==> src/rtl/lsu_pkg.sv <==
// Shared encodings and lane helpers for the load/store unit.
package lsu_pkg;

  localparam logic [2:0] F3_B  = 3'b000;
  localparam logic [2:0] F3_H  = 3'b001;
  localparam logic [2:0] F3_W  = 3'b010;
  localparam logic [2:0] F3_BU = 3'b100;
  localparam logic [2:0] F3_HU = 3'b101;

  typedef enum logic [1:0] {IDLE, REQ, RESP, FIN} lsu_state_t;

  // Unlisted funct3 codes fall through to word handling everywhere.
  function automatic logic is_misaligned(input logic [2:0] funct3, input logic [1:0] lo);
    case (funct3)
      F3_B, F3_BU: return 1'b0;
      F3_H, F3_HU: return lo[0];
      default:     return lo != 2'b00;
    endcase
  endfunction

  function automatic logic [3:0] lane_mask(input logic [2:0] funct3, input logic [1:0] lo);
    case (funct3)
      F3_B, F3_BU: return 4'b0001 << lo;
      F3_H, F3_HU: return 4'b0011 << lo;
      default:     return 4'b1111;
    endcase
  endfunction

  function automatic logic [31:0] lane_data(input logic [2:0] funct3, input logic [31:0] wdata);
    case (funct3)
      F3_B, F3_BU: return {4{wdata[7:0]}};
      F3_H, F3_HU: return {2{wdata[15:0]}};
      default:     return wdata;
    endcase
  endfunction

endpackage

==> src/rtl/load_store_unit_if.sv <==
// Data-memory request/ready/rvalid bus between the LSU (master) and memory (slave).
interface load_store_unit_if;
  logic        req;
  logic        we;
  logic [31:0] addr;
  logic [3:0]  mask;
  logic [31:0] wdata;
  logic        ready;
  logic        rvalid;
  logic [31:0] rdata;

  modport master (output req, we, addr, mask, wdata, input ready, rvalid, rdata);
  modport slave  (input req, we, addr, mask, wdata, output ready, rvalid, rdata);
endinterface

==> src/rtl/load_align.sv <==
// Picks the addressed byte/half/word out of a read word and extends it.
module load_align
  import lsu_pkg::*;
(
  input  logic [31:0] rdata,
  input  logic [1:0]  addr_lo,
  input  logic [2:0]  funct3,
  output logic [31:0] result
);

  logic [31:0] shifted;

  always_comb begin
    shifted = rdata >> {addr_lo, 3'b000};
    case (funct3)
      F3_B:    result = {{24{shifted[7]}}, shifted[7:0]};
      F3_H:    result = {{16{shifted[15]}}, shifted[15:0]};
      F3_BU:   result = {24'h0, shifted[7:0]};
      F3_HU:   result = {16'h0, shifted[15:0]};
      default: result = shifted;
    endcase
  end

endmodule

==> src/rtl/load_store_unit.sv <==
// Memory-access stage: one outstanding data-memory transaction at a time,
// misaligned accesses are rejected instead of issued.
module load_store_unit
  import lsu_pkg::*;
(
  input  logic               i_clk,
  input  logic               i_rst,
  input  logic               i_valid,
  input  logic               i_load,
  input  logic               i_store,
  input  logic [2:0]         i_funct3,
  input  logic [31:0]        i_addr,
  input  logic [31:0]        i_wdata,
  output logic               o_busy,
  output logic               o_done,
  output logic [31:0]        o_rdata,
  output logic               o_misaligned,
  load_store_unit_if.master  dmem
);

  lsu_state_t  state_q, state_d;
  logic        accept;
  logic        store_q;
  logic [1:0]  lo_q;
  logic [2:0]  funct3_q;
  logic [31:0] addr_q;
  logic [3:0]  mask_q;
  logic [31:0] wdata_q;
  logic [31:0] rdata_q;
  logic        misaligned_q;
  logic [31:0] aligned;

  assign accept = (state_q == IDLE) && i_valid && (i_load || i_store);

  always_ff @(posedge i_clk or posedge i_rst) begin
    if (i_rst) state_q <= IDLE;
    else       state_q <= state_d;
  end

  always_comb begin
    state_d  = state_q;
    o_busy   = 1'b0;
    o_done   = 1'b0;
    dmem.req = 1'b0;
    case (state_q)
      IDLE: if (accept && !is_misaligned(i_funct3, i_addr[1:0])) state_d = REQ;
      REQ: begin
        o_busy   = 1'b1;
        dmem.req = 1'b1;
        if (dmem.ready) state_d = store_q ? FIN : RESP;
      end
      RESP: begin
        o_busy = 1'b1;
        if (dmem.rvalid) state_d = FIN;
      end
      FIN: begin
        o_busy  = 1'b1;
        o_done  = 1'b1;
        state_d = IDLE;
      end
    endcase
  end

  load_align u_align (
    .rdata   (dmem.rdata),
    .addr_lo (lo_q),
    .funct3  (funct3_q),
    .result  (aligned)
  );

  // Lane mask and replicated data are formed at accept so the bus is stable during REQ.
  always_ff @(posedge i_clk or posedge i_rst) begin
    if (i_rst) begin
      store_q      <= 1'b0;
      lo_q         <= '0;
      funct3_q     <= '0;
      addr_q       <= '0;
      mask_q       <= '0;
      wdata_q      <= '0;
      rdata_q      <= '0;
      misaligned_q <= 1'b0;
    end else begin
      misaligned_q <= accept && is_misaligned(i_funct3, i_addr[1:0]);
      if (accept) begin
        store_q  <= i_store;
        lo_q     <= i_addr[1:0];
        funct3_q <= i_funct3;
        addr_q   <= {i_addr[31:2], 2'b00};
        mask_q   <= lane_mask(i_funct3, i_addr[1:0]);
        wdata_q  <= lane_data(i_funct3, i_wdata);
      end
      if (state_q == RESP && dmem.rvalid) rdata_q <= aligned;
    end
  end

  assign o_rdata      = rdata_q;
  assign o_misaligned = misaligned_q;
  assign dmem.we      = store_q;
  assign dmem.addr    = addr_q;
  assign dmem.mask    = mask_q;
  assign dmem.wdata   = wdata_q;

endmodule

==> src/flat_wrapper.sv <==
// flat-port wrapper written by rule: the top's interface ports become plain ports
module load_store_unit_flat import lsu_pkg::*;
  (i_clk, i_rst, i_valid, i_load, i_store, i_funct3, i_addr, i_wdata, o_busy, o_done, o_rdata, o_misaligned, dmem_req, dmem_we, dmem_addr, dmem_mask, dmem_wdata, dmem_ready, dmem_rvalid, dmem_rdata);
  load_store_unit_if dmem_i ();
  input  logic i_clk;
  input  logic i_rst;
  input  logic i_valid;
  input  logic i_load;
  input  logic i_store;
  input  logic [2:0] i_funct3;
  input  logic [31:0] i_addr;
  input  logic [31:0] i_wdata;
  output logic o_busy;
  output logic o_done;
  output logic [31:0] o_rdata;
  output logic o_misaligned;
  output wire logic [$bits(dmem_i.req)-1:0] dmem_req;
  output wire logic [$bits(dmem_i.we)-1:0] dmem_we;
  output wire logic [$bits(dmem_i.addr)-1:0] dmem_addr;
  output wire logic [$bits(dmem_i.mask)-1:0] dmem_mask;
  output wire logic [$bits(dmem_i.wdata)-1:0] dmem_wdata;
  input wire logic [$bits(dmem_i.ready)-1:0] dmem_ready;
  input wire logic [$bits(dmem_i.rvalid)-1:0] dmem_rvalid;
  input wire logic [$bits(dmem_i.rdata)-1:0] dmem_rdata;
  assign dmem_req = dmem_i.req;
  assign dmem_we = dmem_i.we;
  assign dmem_addr = dmem_i.addr;
  assign dmem_mask = dmem_i.mask;
  assign dmem_wdata = dmem_i.wdata;
  assign dmem_i.ready = dmem_ready;
  assign dmem_i.rvalid = dmem_rvalid;
  assign dmem_i.rdata = dmem_rdata;
  load_store_unit u_core (.i_clk(i_clk), .i_rst(i_rst), .i_valid(i_valid), .i_load(i_load), .i_store(i_store), .i_funct3(i_funct3), .i_addr(i_addr), .i_wdata(i_wdata), .o_busy(o_busy), .o_done(o_done), .o_rdata(o_rdata), .o_misaligned(o_misaligned), .dmem(dmem_i));
endmodule
==> config.mk <==
export PLATFORM = sky130hd
export DESIGN_NAME = load_store_unit_flat
export DESIGN_NICKNAME = d
export VERILOG_FILES = /design/src/rtl/lsu_pkg.sv /design/src/rtl/load_store_unit_if.sv /design/src/rtl/load_align.sv /design/src/rtl/load_store_unit.sv /design/src/flat_wrapper.sv
export SDC_FILE = /design/constraint.sdc
export NUM_CORES = 1
export LEC_CHECK = 0
export ABC_AREA = 1
export CAP_MARGIN = 20
export CORE_MARGIN = 2
export CORE_UTILIZATION = 40
export DETAILED_ROUTE_END_ITERATION = 12
export GPL_TIMING_DRIVEN = 0
export PLACE_DENSITY = 0.77
export SETUP_SLACK_MARGIN = 0.15
export SYNTH_ARGS = -nofsm -noshare
export SYNTH_HDL_FRONTEND = slang
export SYNTH_SLANG_ARGS = --single-unit
export TNS_END_PERCENT = 5
==> constraint.sdc <==
create_clock -name i_clk -period 4.03 [get_ports i_clk]
set_input_delay 1.0075 -clock i_clk [delete_from_list [all_inputs] [get_ports i_clk]]
set_output_delay 1.0075 -clock i_clk [all_outputs]
set_load 0.05 [all_outputs]
==> results of run 1 <==
-- cell usage in the layout (no fill, tap or decap), drive strengths merged --
master	n
dfrtp	107
o211ai	15
or2	23
buf	33
inv	50
clkbuf	17
nor2	25
o22ai	1
o21ai	30
conb	2
clkdlybuf4s50	207
clkinv	2
a21oi	28
nand3	66
nand2	289
nand3b	1
ha	5
-- routing by layer --
metal / GRT usage / vias to the layer above / share of wire / wire (um)
met5: 0 / - / 0 / 0
li1: - / 2571 / - / -
met3: 0.0887 / 42 / 0.099 / 1580
met1: 0.283 / 2390 / 0.41 / 6530
met2: 0.368 / 233 / 0.47 / 7480
met4: 0.0741 / 0 / 0.025 / 400
-- synth_stat cells (8+ instances only) --
master	n
nand3_1	44
o21ai_1	25
or2_2	23
nor2_1	22
nand2_1	284
inv_1	44
a21oi_1	28
buf_2	19
nand3_2	20
o211ai_1	15
buf_6	8
dfrtp_1	107
-- sequential cells by signal, summed over array words and instances, names as in the netlist, 2 cells and up --
| register | cells |
|---|---|
| u_core.o_rdata | 32 |
| u_core.dmem.mask | 4 |
| u_core.dmem.wdata | 32 |
| u_core.lo_q | 2 |
| u_core.state_q | 2 |
| u_core.dmem.addr | 30 |
| u_core.funct3_q | 3 |
-- layout make-up --
type | count | area, um2
multi-input cells | 485 | 2310
inverters | 50 | 198
well taps | 176 | 220
fillers | 1212 | 5240
clock buffers | 12 | 246
repair buffers | 208 | 2100
clock inverters | 2 | 13.8
flip-flops and latches | 107 | 2680
plain buffers | 37 | 238
-- power groups by stage --
stage	sequential [mW]	combinational, mW	clock [mW]
after detailed placement	1.88	4.59	0
after floorplan	3.49	1.47	0
after global routing	1.93	4.87	0.878
after global placement	1.88	4.53	0
after CTS	1.88	4.60	0.827
final	1.88	4.56	0.808
-- cells by family after synthesis --
kind of cell               share of synthesized area
other                                       0.000692
and+or+nand+nor                                0.338
DFF                                            0.494
AOI/OAI and AO/OA                             0.0755
buffers and inverters                         0.0799
adders and majority gates                     0.0115
-- worst min path at each step --
stage	from	end	slack (ns)	depth (start not counted)
after floorplan	u_core.funct3_q[2]$_DFFE_PP0P_	u_core.funct3_q[2]$_DFFE_PP0P_	0.48	2
after global placement	u_core.dmem.addr[30]$_DFFE_PP0P_	u_core.dmem.addr[30]$_DFFE_PP0P_	0.45	2
after detailed placement	u_core.dmem.addr[30]$_DFFE_PP0P_	u_core.dmem.addr[30]$_DFFE_PP0P_	0.46	2
after CTS	u_core.dmem.addr[30]$_DFFE_PP0P_	u_core.dmem.addr[30]$_DFFE_PP0P_	0.47	2
after global routing	u_core.dmem.addr[13]$_DFFE_PP0P_	u_core.dmem.addr[13]$_DFFE_PP0P_	0.50	2
final	u_core.dmem.addr[30]$_DFFE_PP0P_	u_core.dmem.addr[30]$_DFFE_PP0P_	0.47	2
-- worst min-delay path: cells and delay by family (launching register included) --
family / cells / cell delay, ns
flops: 1 / 0.34
simple gates: 2 / 0.10
-- per-stage QoR --
stage / area, um2 / instances / setup WS (ns)
2_1_floorplan: 5420 / 679 / 0.205
3_3_place_gp: 7720 / 1062 / -1.50
4_1_cts: 8010 / 1077 / 0.989
3_5_place_dp: 7750 / 1063 / 1.38
6_report: 8010 / 1077 / 1.02
5_1_grt: 8010 / 1077 / 0.901
==> results.ini, run 1 <==
[logic_synthesis]
yosysTopAreaCell = dfrtp_1
syn_area_um2 = 5420
synth-seq-area-share = 0.494
synth_edf_count = 0
synth_top_area_frac = 0.494
synth-async-reset-ratio = 1.00
synth_seq_cells = 107
synthCells = 678
syn-mean-instance-area_um2 = 7.99
ys_types = 28
synth_ff_type = dfrtp_1
synth_area_leaders = dfrtp_1, nand2_1, nand3_1
yosysWarnings = 0

[power_and_ir_drop]
seq_power_share = 0.259
p_sw_mw = 3.70
cellLeakagePower_nw = 3.87
max-vdd-ir-drop_mv = 0.519
power_mw = 7.25
power_per_cell_area_nw_per_um2 = 905
internal_power_mw = 3.54
swShare = 0.511
power_frac_comb = 0.630
power_frac_clock = 0.112

[setup_path]
slowest_delay_ns = 0.80
cp_data_required_time_ns = 3.02
startpoint_type = flop
crit_family = buffers and inverters
rrSetupSlack_ns = 2.22
cp_cell_sequence = inv_1 > ha_1 > inv_1 > clkdlybuf4s50_1
crit_top_cell = inv_1
path_max_fanout = 5
crit_slowest_cell = clkdlybuf4s50_1
regToRegStartpoint = u_core.state_q[0]$_DFFE_PP0P_
crit_start = u_core.state_q[0]$_DFFE_PP0P_
cp-end-kind = primary output
crit_end = o_busy
crit_cells = 4
path_class = flop to primary output
path_buf_inv = 3
cp_data_arrival_time_ns = 2.00
ff2ff_path_depth = 9
r2r_end = u_core.o_rdata[8]$_DFFE_PP0P_

[drt]
wl_mm = 16.0
vias = 5236
drt-initial-drc-count = 389
ant_nets = 0
via_per_inst = 4.86
routedWlPerCell_um = 14.8
drc_errors = 0
dr.pass1.iters = 5

[timing]
hold_viol_final = 0
fin_setup_tns_ns = 0
drv_slew = 0
fin_hold_ws_ns = 0.472
min_period_over_period = 0.747
tightest_slew_ns = 0.639
maxSlewHeadroom = 0.574
setup_violations = 0
fmax_ghz = 0.332
post-route-min-period_ns = 3.01
skew_ns = 0.00384
rsz0062_at_grt = no

[global_routing]
track_usage = 0.229
grt_overflow_total = 0
grt_max_degree = 59
grt_pass1_wl_mm = 25.8
grt_pass1_vias = 5147
antenna_found_initial = 0

[clock_tree]
post_cts_buffers = 0
cts_buffers = 9
htreeDepth = 3
cts_hold_buf = 0
clk_pin_slew_worst_paths_ns = 0.07
cts-resized-gates = 0
root_buffer = clkbuf_16
cts_num_sinks = 107
cts.path.max_buffers = 2
clk_latency_ns = 0.35
cts_tree = built

[cells_and_area]
area_delta_synth_final_pct = 47.7
num-nets-final = 1009
utilization = 0.605
drive_above_1_share = 0.115
diodes = 0

[placement]
gp_congestion = 0.942
io_buffers = 207
post-dp-hpwl_mm = 12.3

[die]
pin_count = 211
coreArea_um2 = 13200
die_area_um2 = 14500
start_util = 0.409
die_h_um = 120
die_w_um = 120
row_count = 42

[min_path]
min_path_type = flop to flop

[run_status]
status = finished, final reports clean

[run]
cap_violations = 0

No activity file was read; power rests on OpenSTA's default activity.
==> run 2, diff against run 1 <==
==> constraint.sdc (replaced) <==
create_clock -name i_clk -period 2.45 [get_ports i_clk]
set_input_delay 0.6125 -clock i_clk [delete_from_list [all_inputs] [get_ports i_clk]]
set_output_delay 0.6125 -clock i_clk [all_outputs]
set_load 0.05 [all_outputs]
==> run 2 against run 1 <==
- critical path depth unchanged
- global-route usage up 0.39 points
- register-to-register slack worse by 1.6 ns
- sequential share of layout area down 0.25 points
- clock-buffer cell count unchanged
- first-iteration DRC count up 0.77%
- sequential cell count unchanged
- setup slack worse by 0.91 ns
- critical endpoint unchanged
- highest routed layer unchanged
==> results.ini, run 2 (synthesis gave the netlist of run 1 again) <==
[run_status]
status = finished, final reports clean

[power_and_ir_drop]
swShare = 0.509  ; -0.00144
internal_power_mw = 5.91  ; +67%
power_per_cell_area_nw_per_um2 = 1490  ; +65%
power_frac_comb = 0.624  ; -0.006
seq_power_share = 0.256  ; -0.003
max-vdd-ir-drop_mv = 1.02  ; +97%
power_frac_clock = 0.120  ; +0.008
p_sw_mw = 6.13  ; +66%
cellLeakagePower_nw = 3.91  ; +1.0%

[placement]
gp_congestion = 0.951  ; +0.98%
placed_area_um2 = 7780  ; +0.44%
post-dp-hpwl_mm = 12.7  ; +2.6%
post-place-ws_ns = 0.211  ; -1.17 ns
place_inst = 1065  ; +0.19%
io_buffers = 207  ; unchanged

[setup_path]
regToRegStartpoint = u_core.state_q[0]$_DFFE_PP0P_
crit_start = u_core.state_q[0]$_DFFE_PP0P_
rrSetupSlack_ns = 0.58  ; -1.64 ns
ff2ff_path_depth = 8  ; -1
cp_data_arrival_time_ns = 1.73  ; -0.27 ns
cp-end-kind = primary output
cp_data_required_time_ns = 1.84  ; -1.18 ns
startpoint_type = flop
path_class = flop to primary output
path_max_fanout = 5  ; unchanged
r2r_end = u_core.dmem.wdata[17]$_DFFE_PP0P_

[cells_and_area]
final_area_um2 = 8070  ; +0.77%
fill_cells = 1220  ; +0.66%
seq_area_um2 = 2680  ; unchanged
num-nets-final = 1011  ; +0.20%
mostFrequentLayoutCell = nand2_1
final_cell_mix = nand2_1, clkdlybuf4s50_1, dfrtp_1
diodes = 0  ; unchanged
area_delta_synth_final_pct = 48.8
multiInputGateArea_um2 = 2310  ; unchanged
drive_above_1_share = 0.118  ; +0.00280
fin_cells = 1081  ; +0.37%

[drt]
drc_errors = 0  ; unchanged
wl_mm = 16.4  ; +2.2%
vias = 5185  ; -0.97%
drt-initial-drc-count = 392  ; +0.77%
ant_nets = 0  ; unchanged
routedWlPerCell_um = 15.1  ; +1.9%
via_per_inst = 4.80  ; -1.3%
dr.pass1.iters = 7  ; +2

[die]
die_area_um2 = 14500  ; unchanged
start_util = 0.409  ; unchanged
coreArea_um2 = 13200  ; unchanged
die_h_um = 120  ; unchanged
pin_count = 211  ; unchanged
die_w_um = 120  ; unchanged
row_count = 42  ; unchanged

[timing]
hold_viol_final = 0  ; unchanged
post-route-min-period_ns = 2.34
skew_ns = 0.00666  ; +0.00282 ns
tightest_slew_ns = 0.618  ; -0.0205 ns
setup_violations = 0  ; unchanged
fmax_ghz = 0.428
maxSlewHeadroom = 0.587  ; +0.0128
rsz0062_at_grt = yes
finalWorstSetupSlack_ns = 0.111  ; -0.908 ns
drv_slew = 0  ; unchanged
fin_hold_ws_ns = 0.474  ; +0.00188 ns
min_period_over_period = 0.955
fin_setup_tns_ns = 0  ; unchanged

[global_routing]
met2_usage = 0.374  ; +0.00671
track_usage = 0.232  ; +0.00386
grt_use_met3 = 0.0665  ; -0.0222
use_met1 = 0.299  ; +0.0161
grt_overflow_total = 0  ; unchanged
grt_pass1_vias = 5173  ; +0.51%
grt-busiest-layer = met2
grt_pass1_wl_mm = 26.3  ; +2.0%
antenna_found_initial = 0  ; unchanged
grt_max_degree = 32  ; -46%

[clock_tree]
htreeDepth = 3  ; unchanged
cts.path.max_buffers = 2  ; unchanged
clk_latency_ns = 0.35  ; about the same
clk_pin_slew_worst_paths_ns = 0.07  ; about the same
cts_buffers = 9  ; unchanged
cts_num_sinks = 107  ; unchanged
post_cts_buffers = 0  ; unchanged
cts_tree = built
root_buffer = clkbuf_16
cts_hold_buf = 0  ; unchanged

[min_path]
hold_depth = 2  ; unchanged
min-delay-start = u_core.dmem.addr[4]$_DFFE_PP0P_
min_path_type = flop to flop
holdPathEnd = u_core.dmem.addr[4]$_DFFE_PP0P_

[run]
cap_violations = 0  ; unchanged

## run 2: cell types whose count changed in the layout (fill, tap and decap cells not counted), sizes merged, moves of 2 or more
cell / delta
clkdlybuf4s50: -3
buf: +2
clkinvlp: +2
dlygate4sd2: +2
## run 2: power groups by stage
stage	clock, mW	combinational [mW]	sequential (mW)
after floorplan	0	2.42	5.73
after global placement	0	7.48	3.08
after detailed placement	0	7.57	3.10
after CTS	1.47	7.57	3.09
after global routing	1.55	8.03	3.18
final	1.45	7.51	3.08
## run 2: through the flow
stage | utilization | total power [mW]
3_3_place_gp | 0.583 | 10.6
5_1_grt | 0.609 | 12.8
4_1_cts | 0.609 | 12.1
2_1_floorplan | - | 8.15
3_5_place_dp | 0.587 | 10.7
6_report | 0.609 | 12.0
## run 2: repair_timing
action	4_1_cts	5_1_grt
gates resized for setup	2	1
endpoints found under the hold margin	0	0
setup endpoints to repair	3	3
## run 2: routing by layer
layer / vias to the layer above / part of all wire
met3: 31 / 0.089
met1: 2355 / 0.43
met5: - / 0
met2: 222 / 0.46
met4: 0 / 0.025
li1: 2577 / -
## run 2: final cells by class
type,count,area share
Sequential cell,107,0.332
Multi-Input combinational cell,485,0.287
Timing Repair Buffer,210,0.264
Buffer,37,0.0295
Clock buffer,12,0.0293
Tap cell,176,0.0273
Inverter,50,0.0247
Clock inverter,4,0.00636
## run 2: how the worst max path moves through the flow
stage          cells after the start                                to
3_3_place_gp                       2  u_core.dmem.addr[12]$_DFFE_PP0P_
4_1_cts                            2                            o_done
5_1_grt                            4                            o_busy
6_report                           4                            o_busy
3_5_place_dp                       4                            o_busy
2_1_floorplan                      1  u_core.dmem.addr[10]$_DFFE_PP0P_
## run 2: worst max-delay path, stage by stage (launching register included)
cell	delay, ns
dfrtp_1	0.41
inv_1	0.11
ha_1	0.27
inv_1	0.07
dlygate4sd2_1	0.52
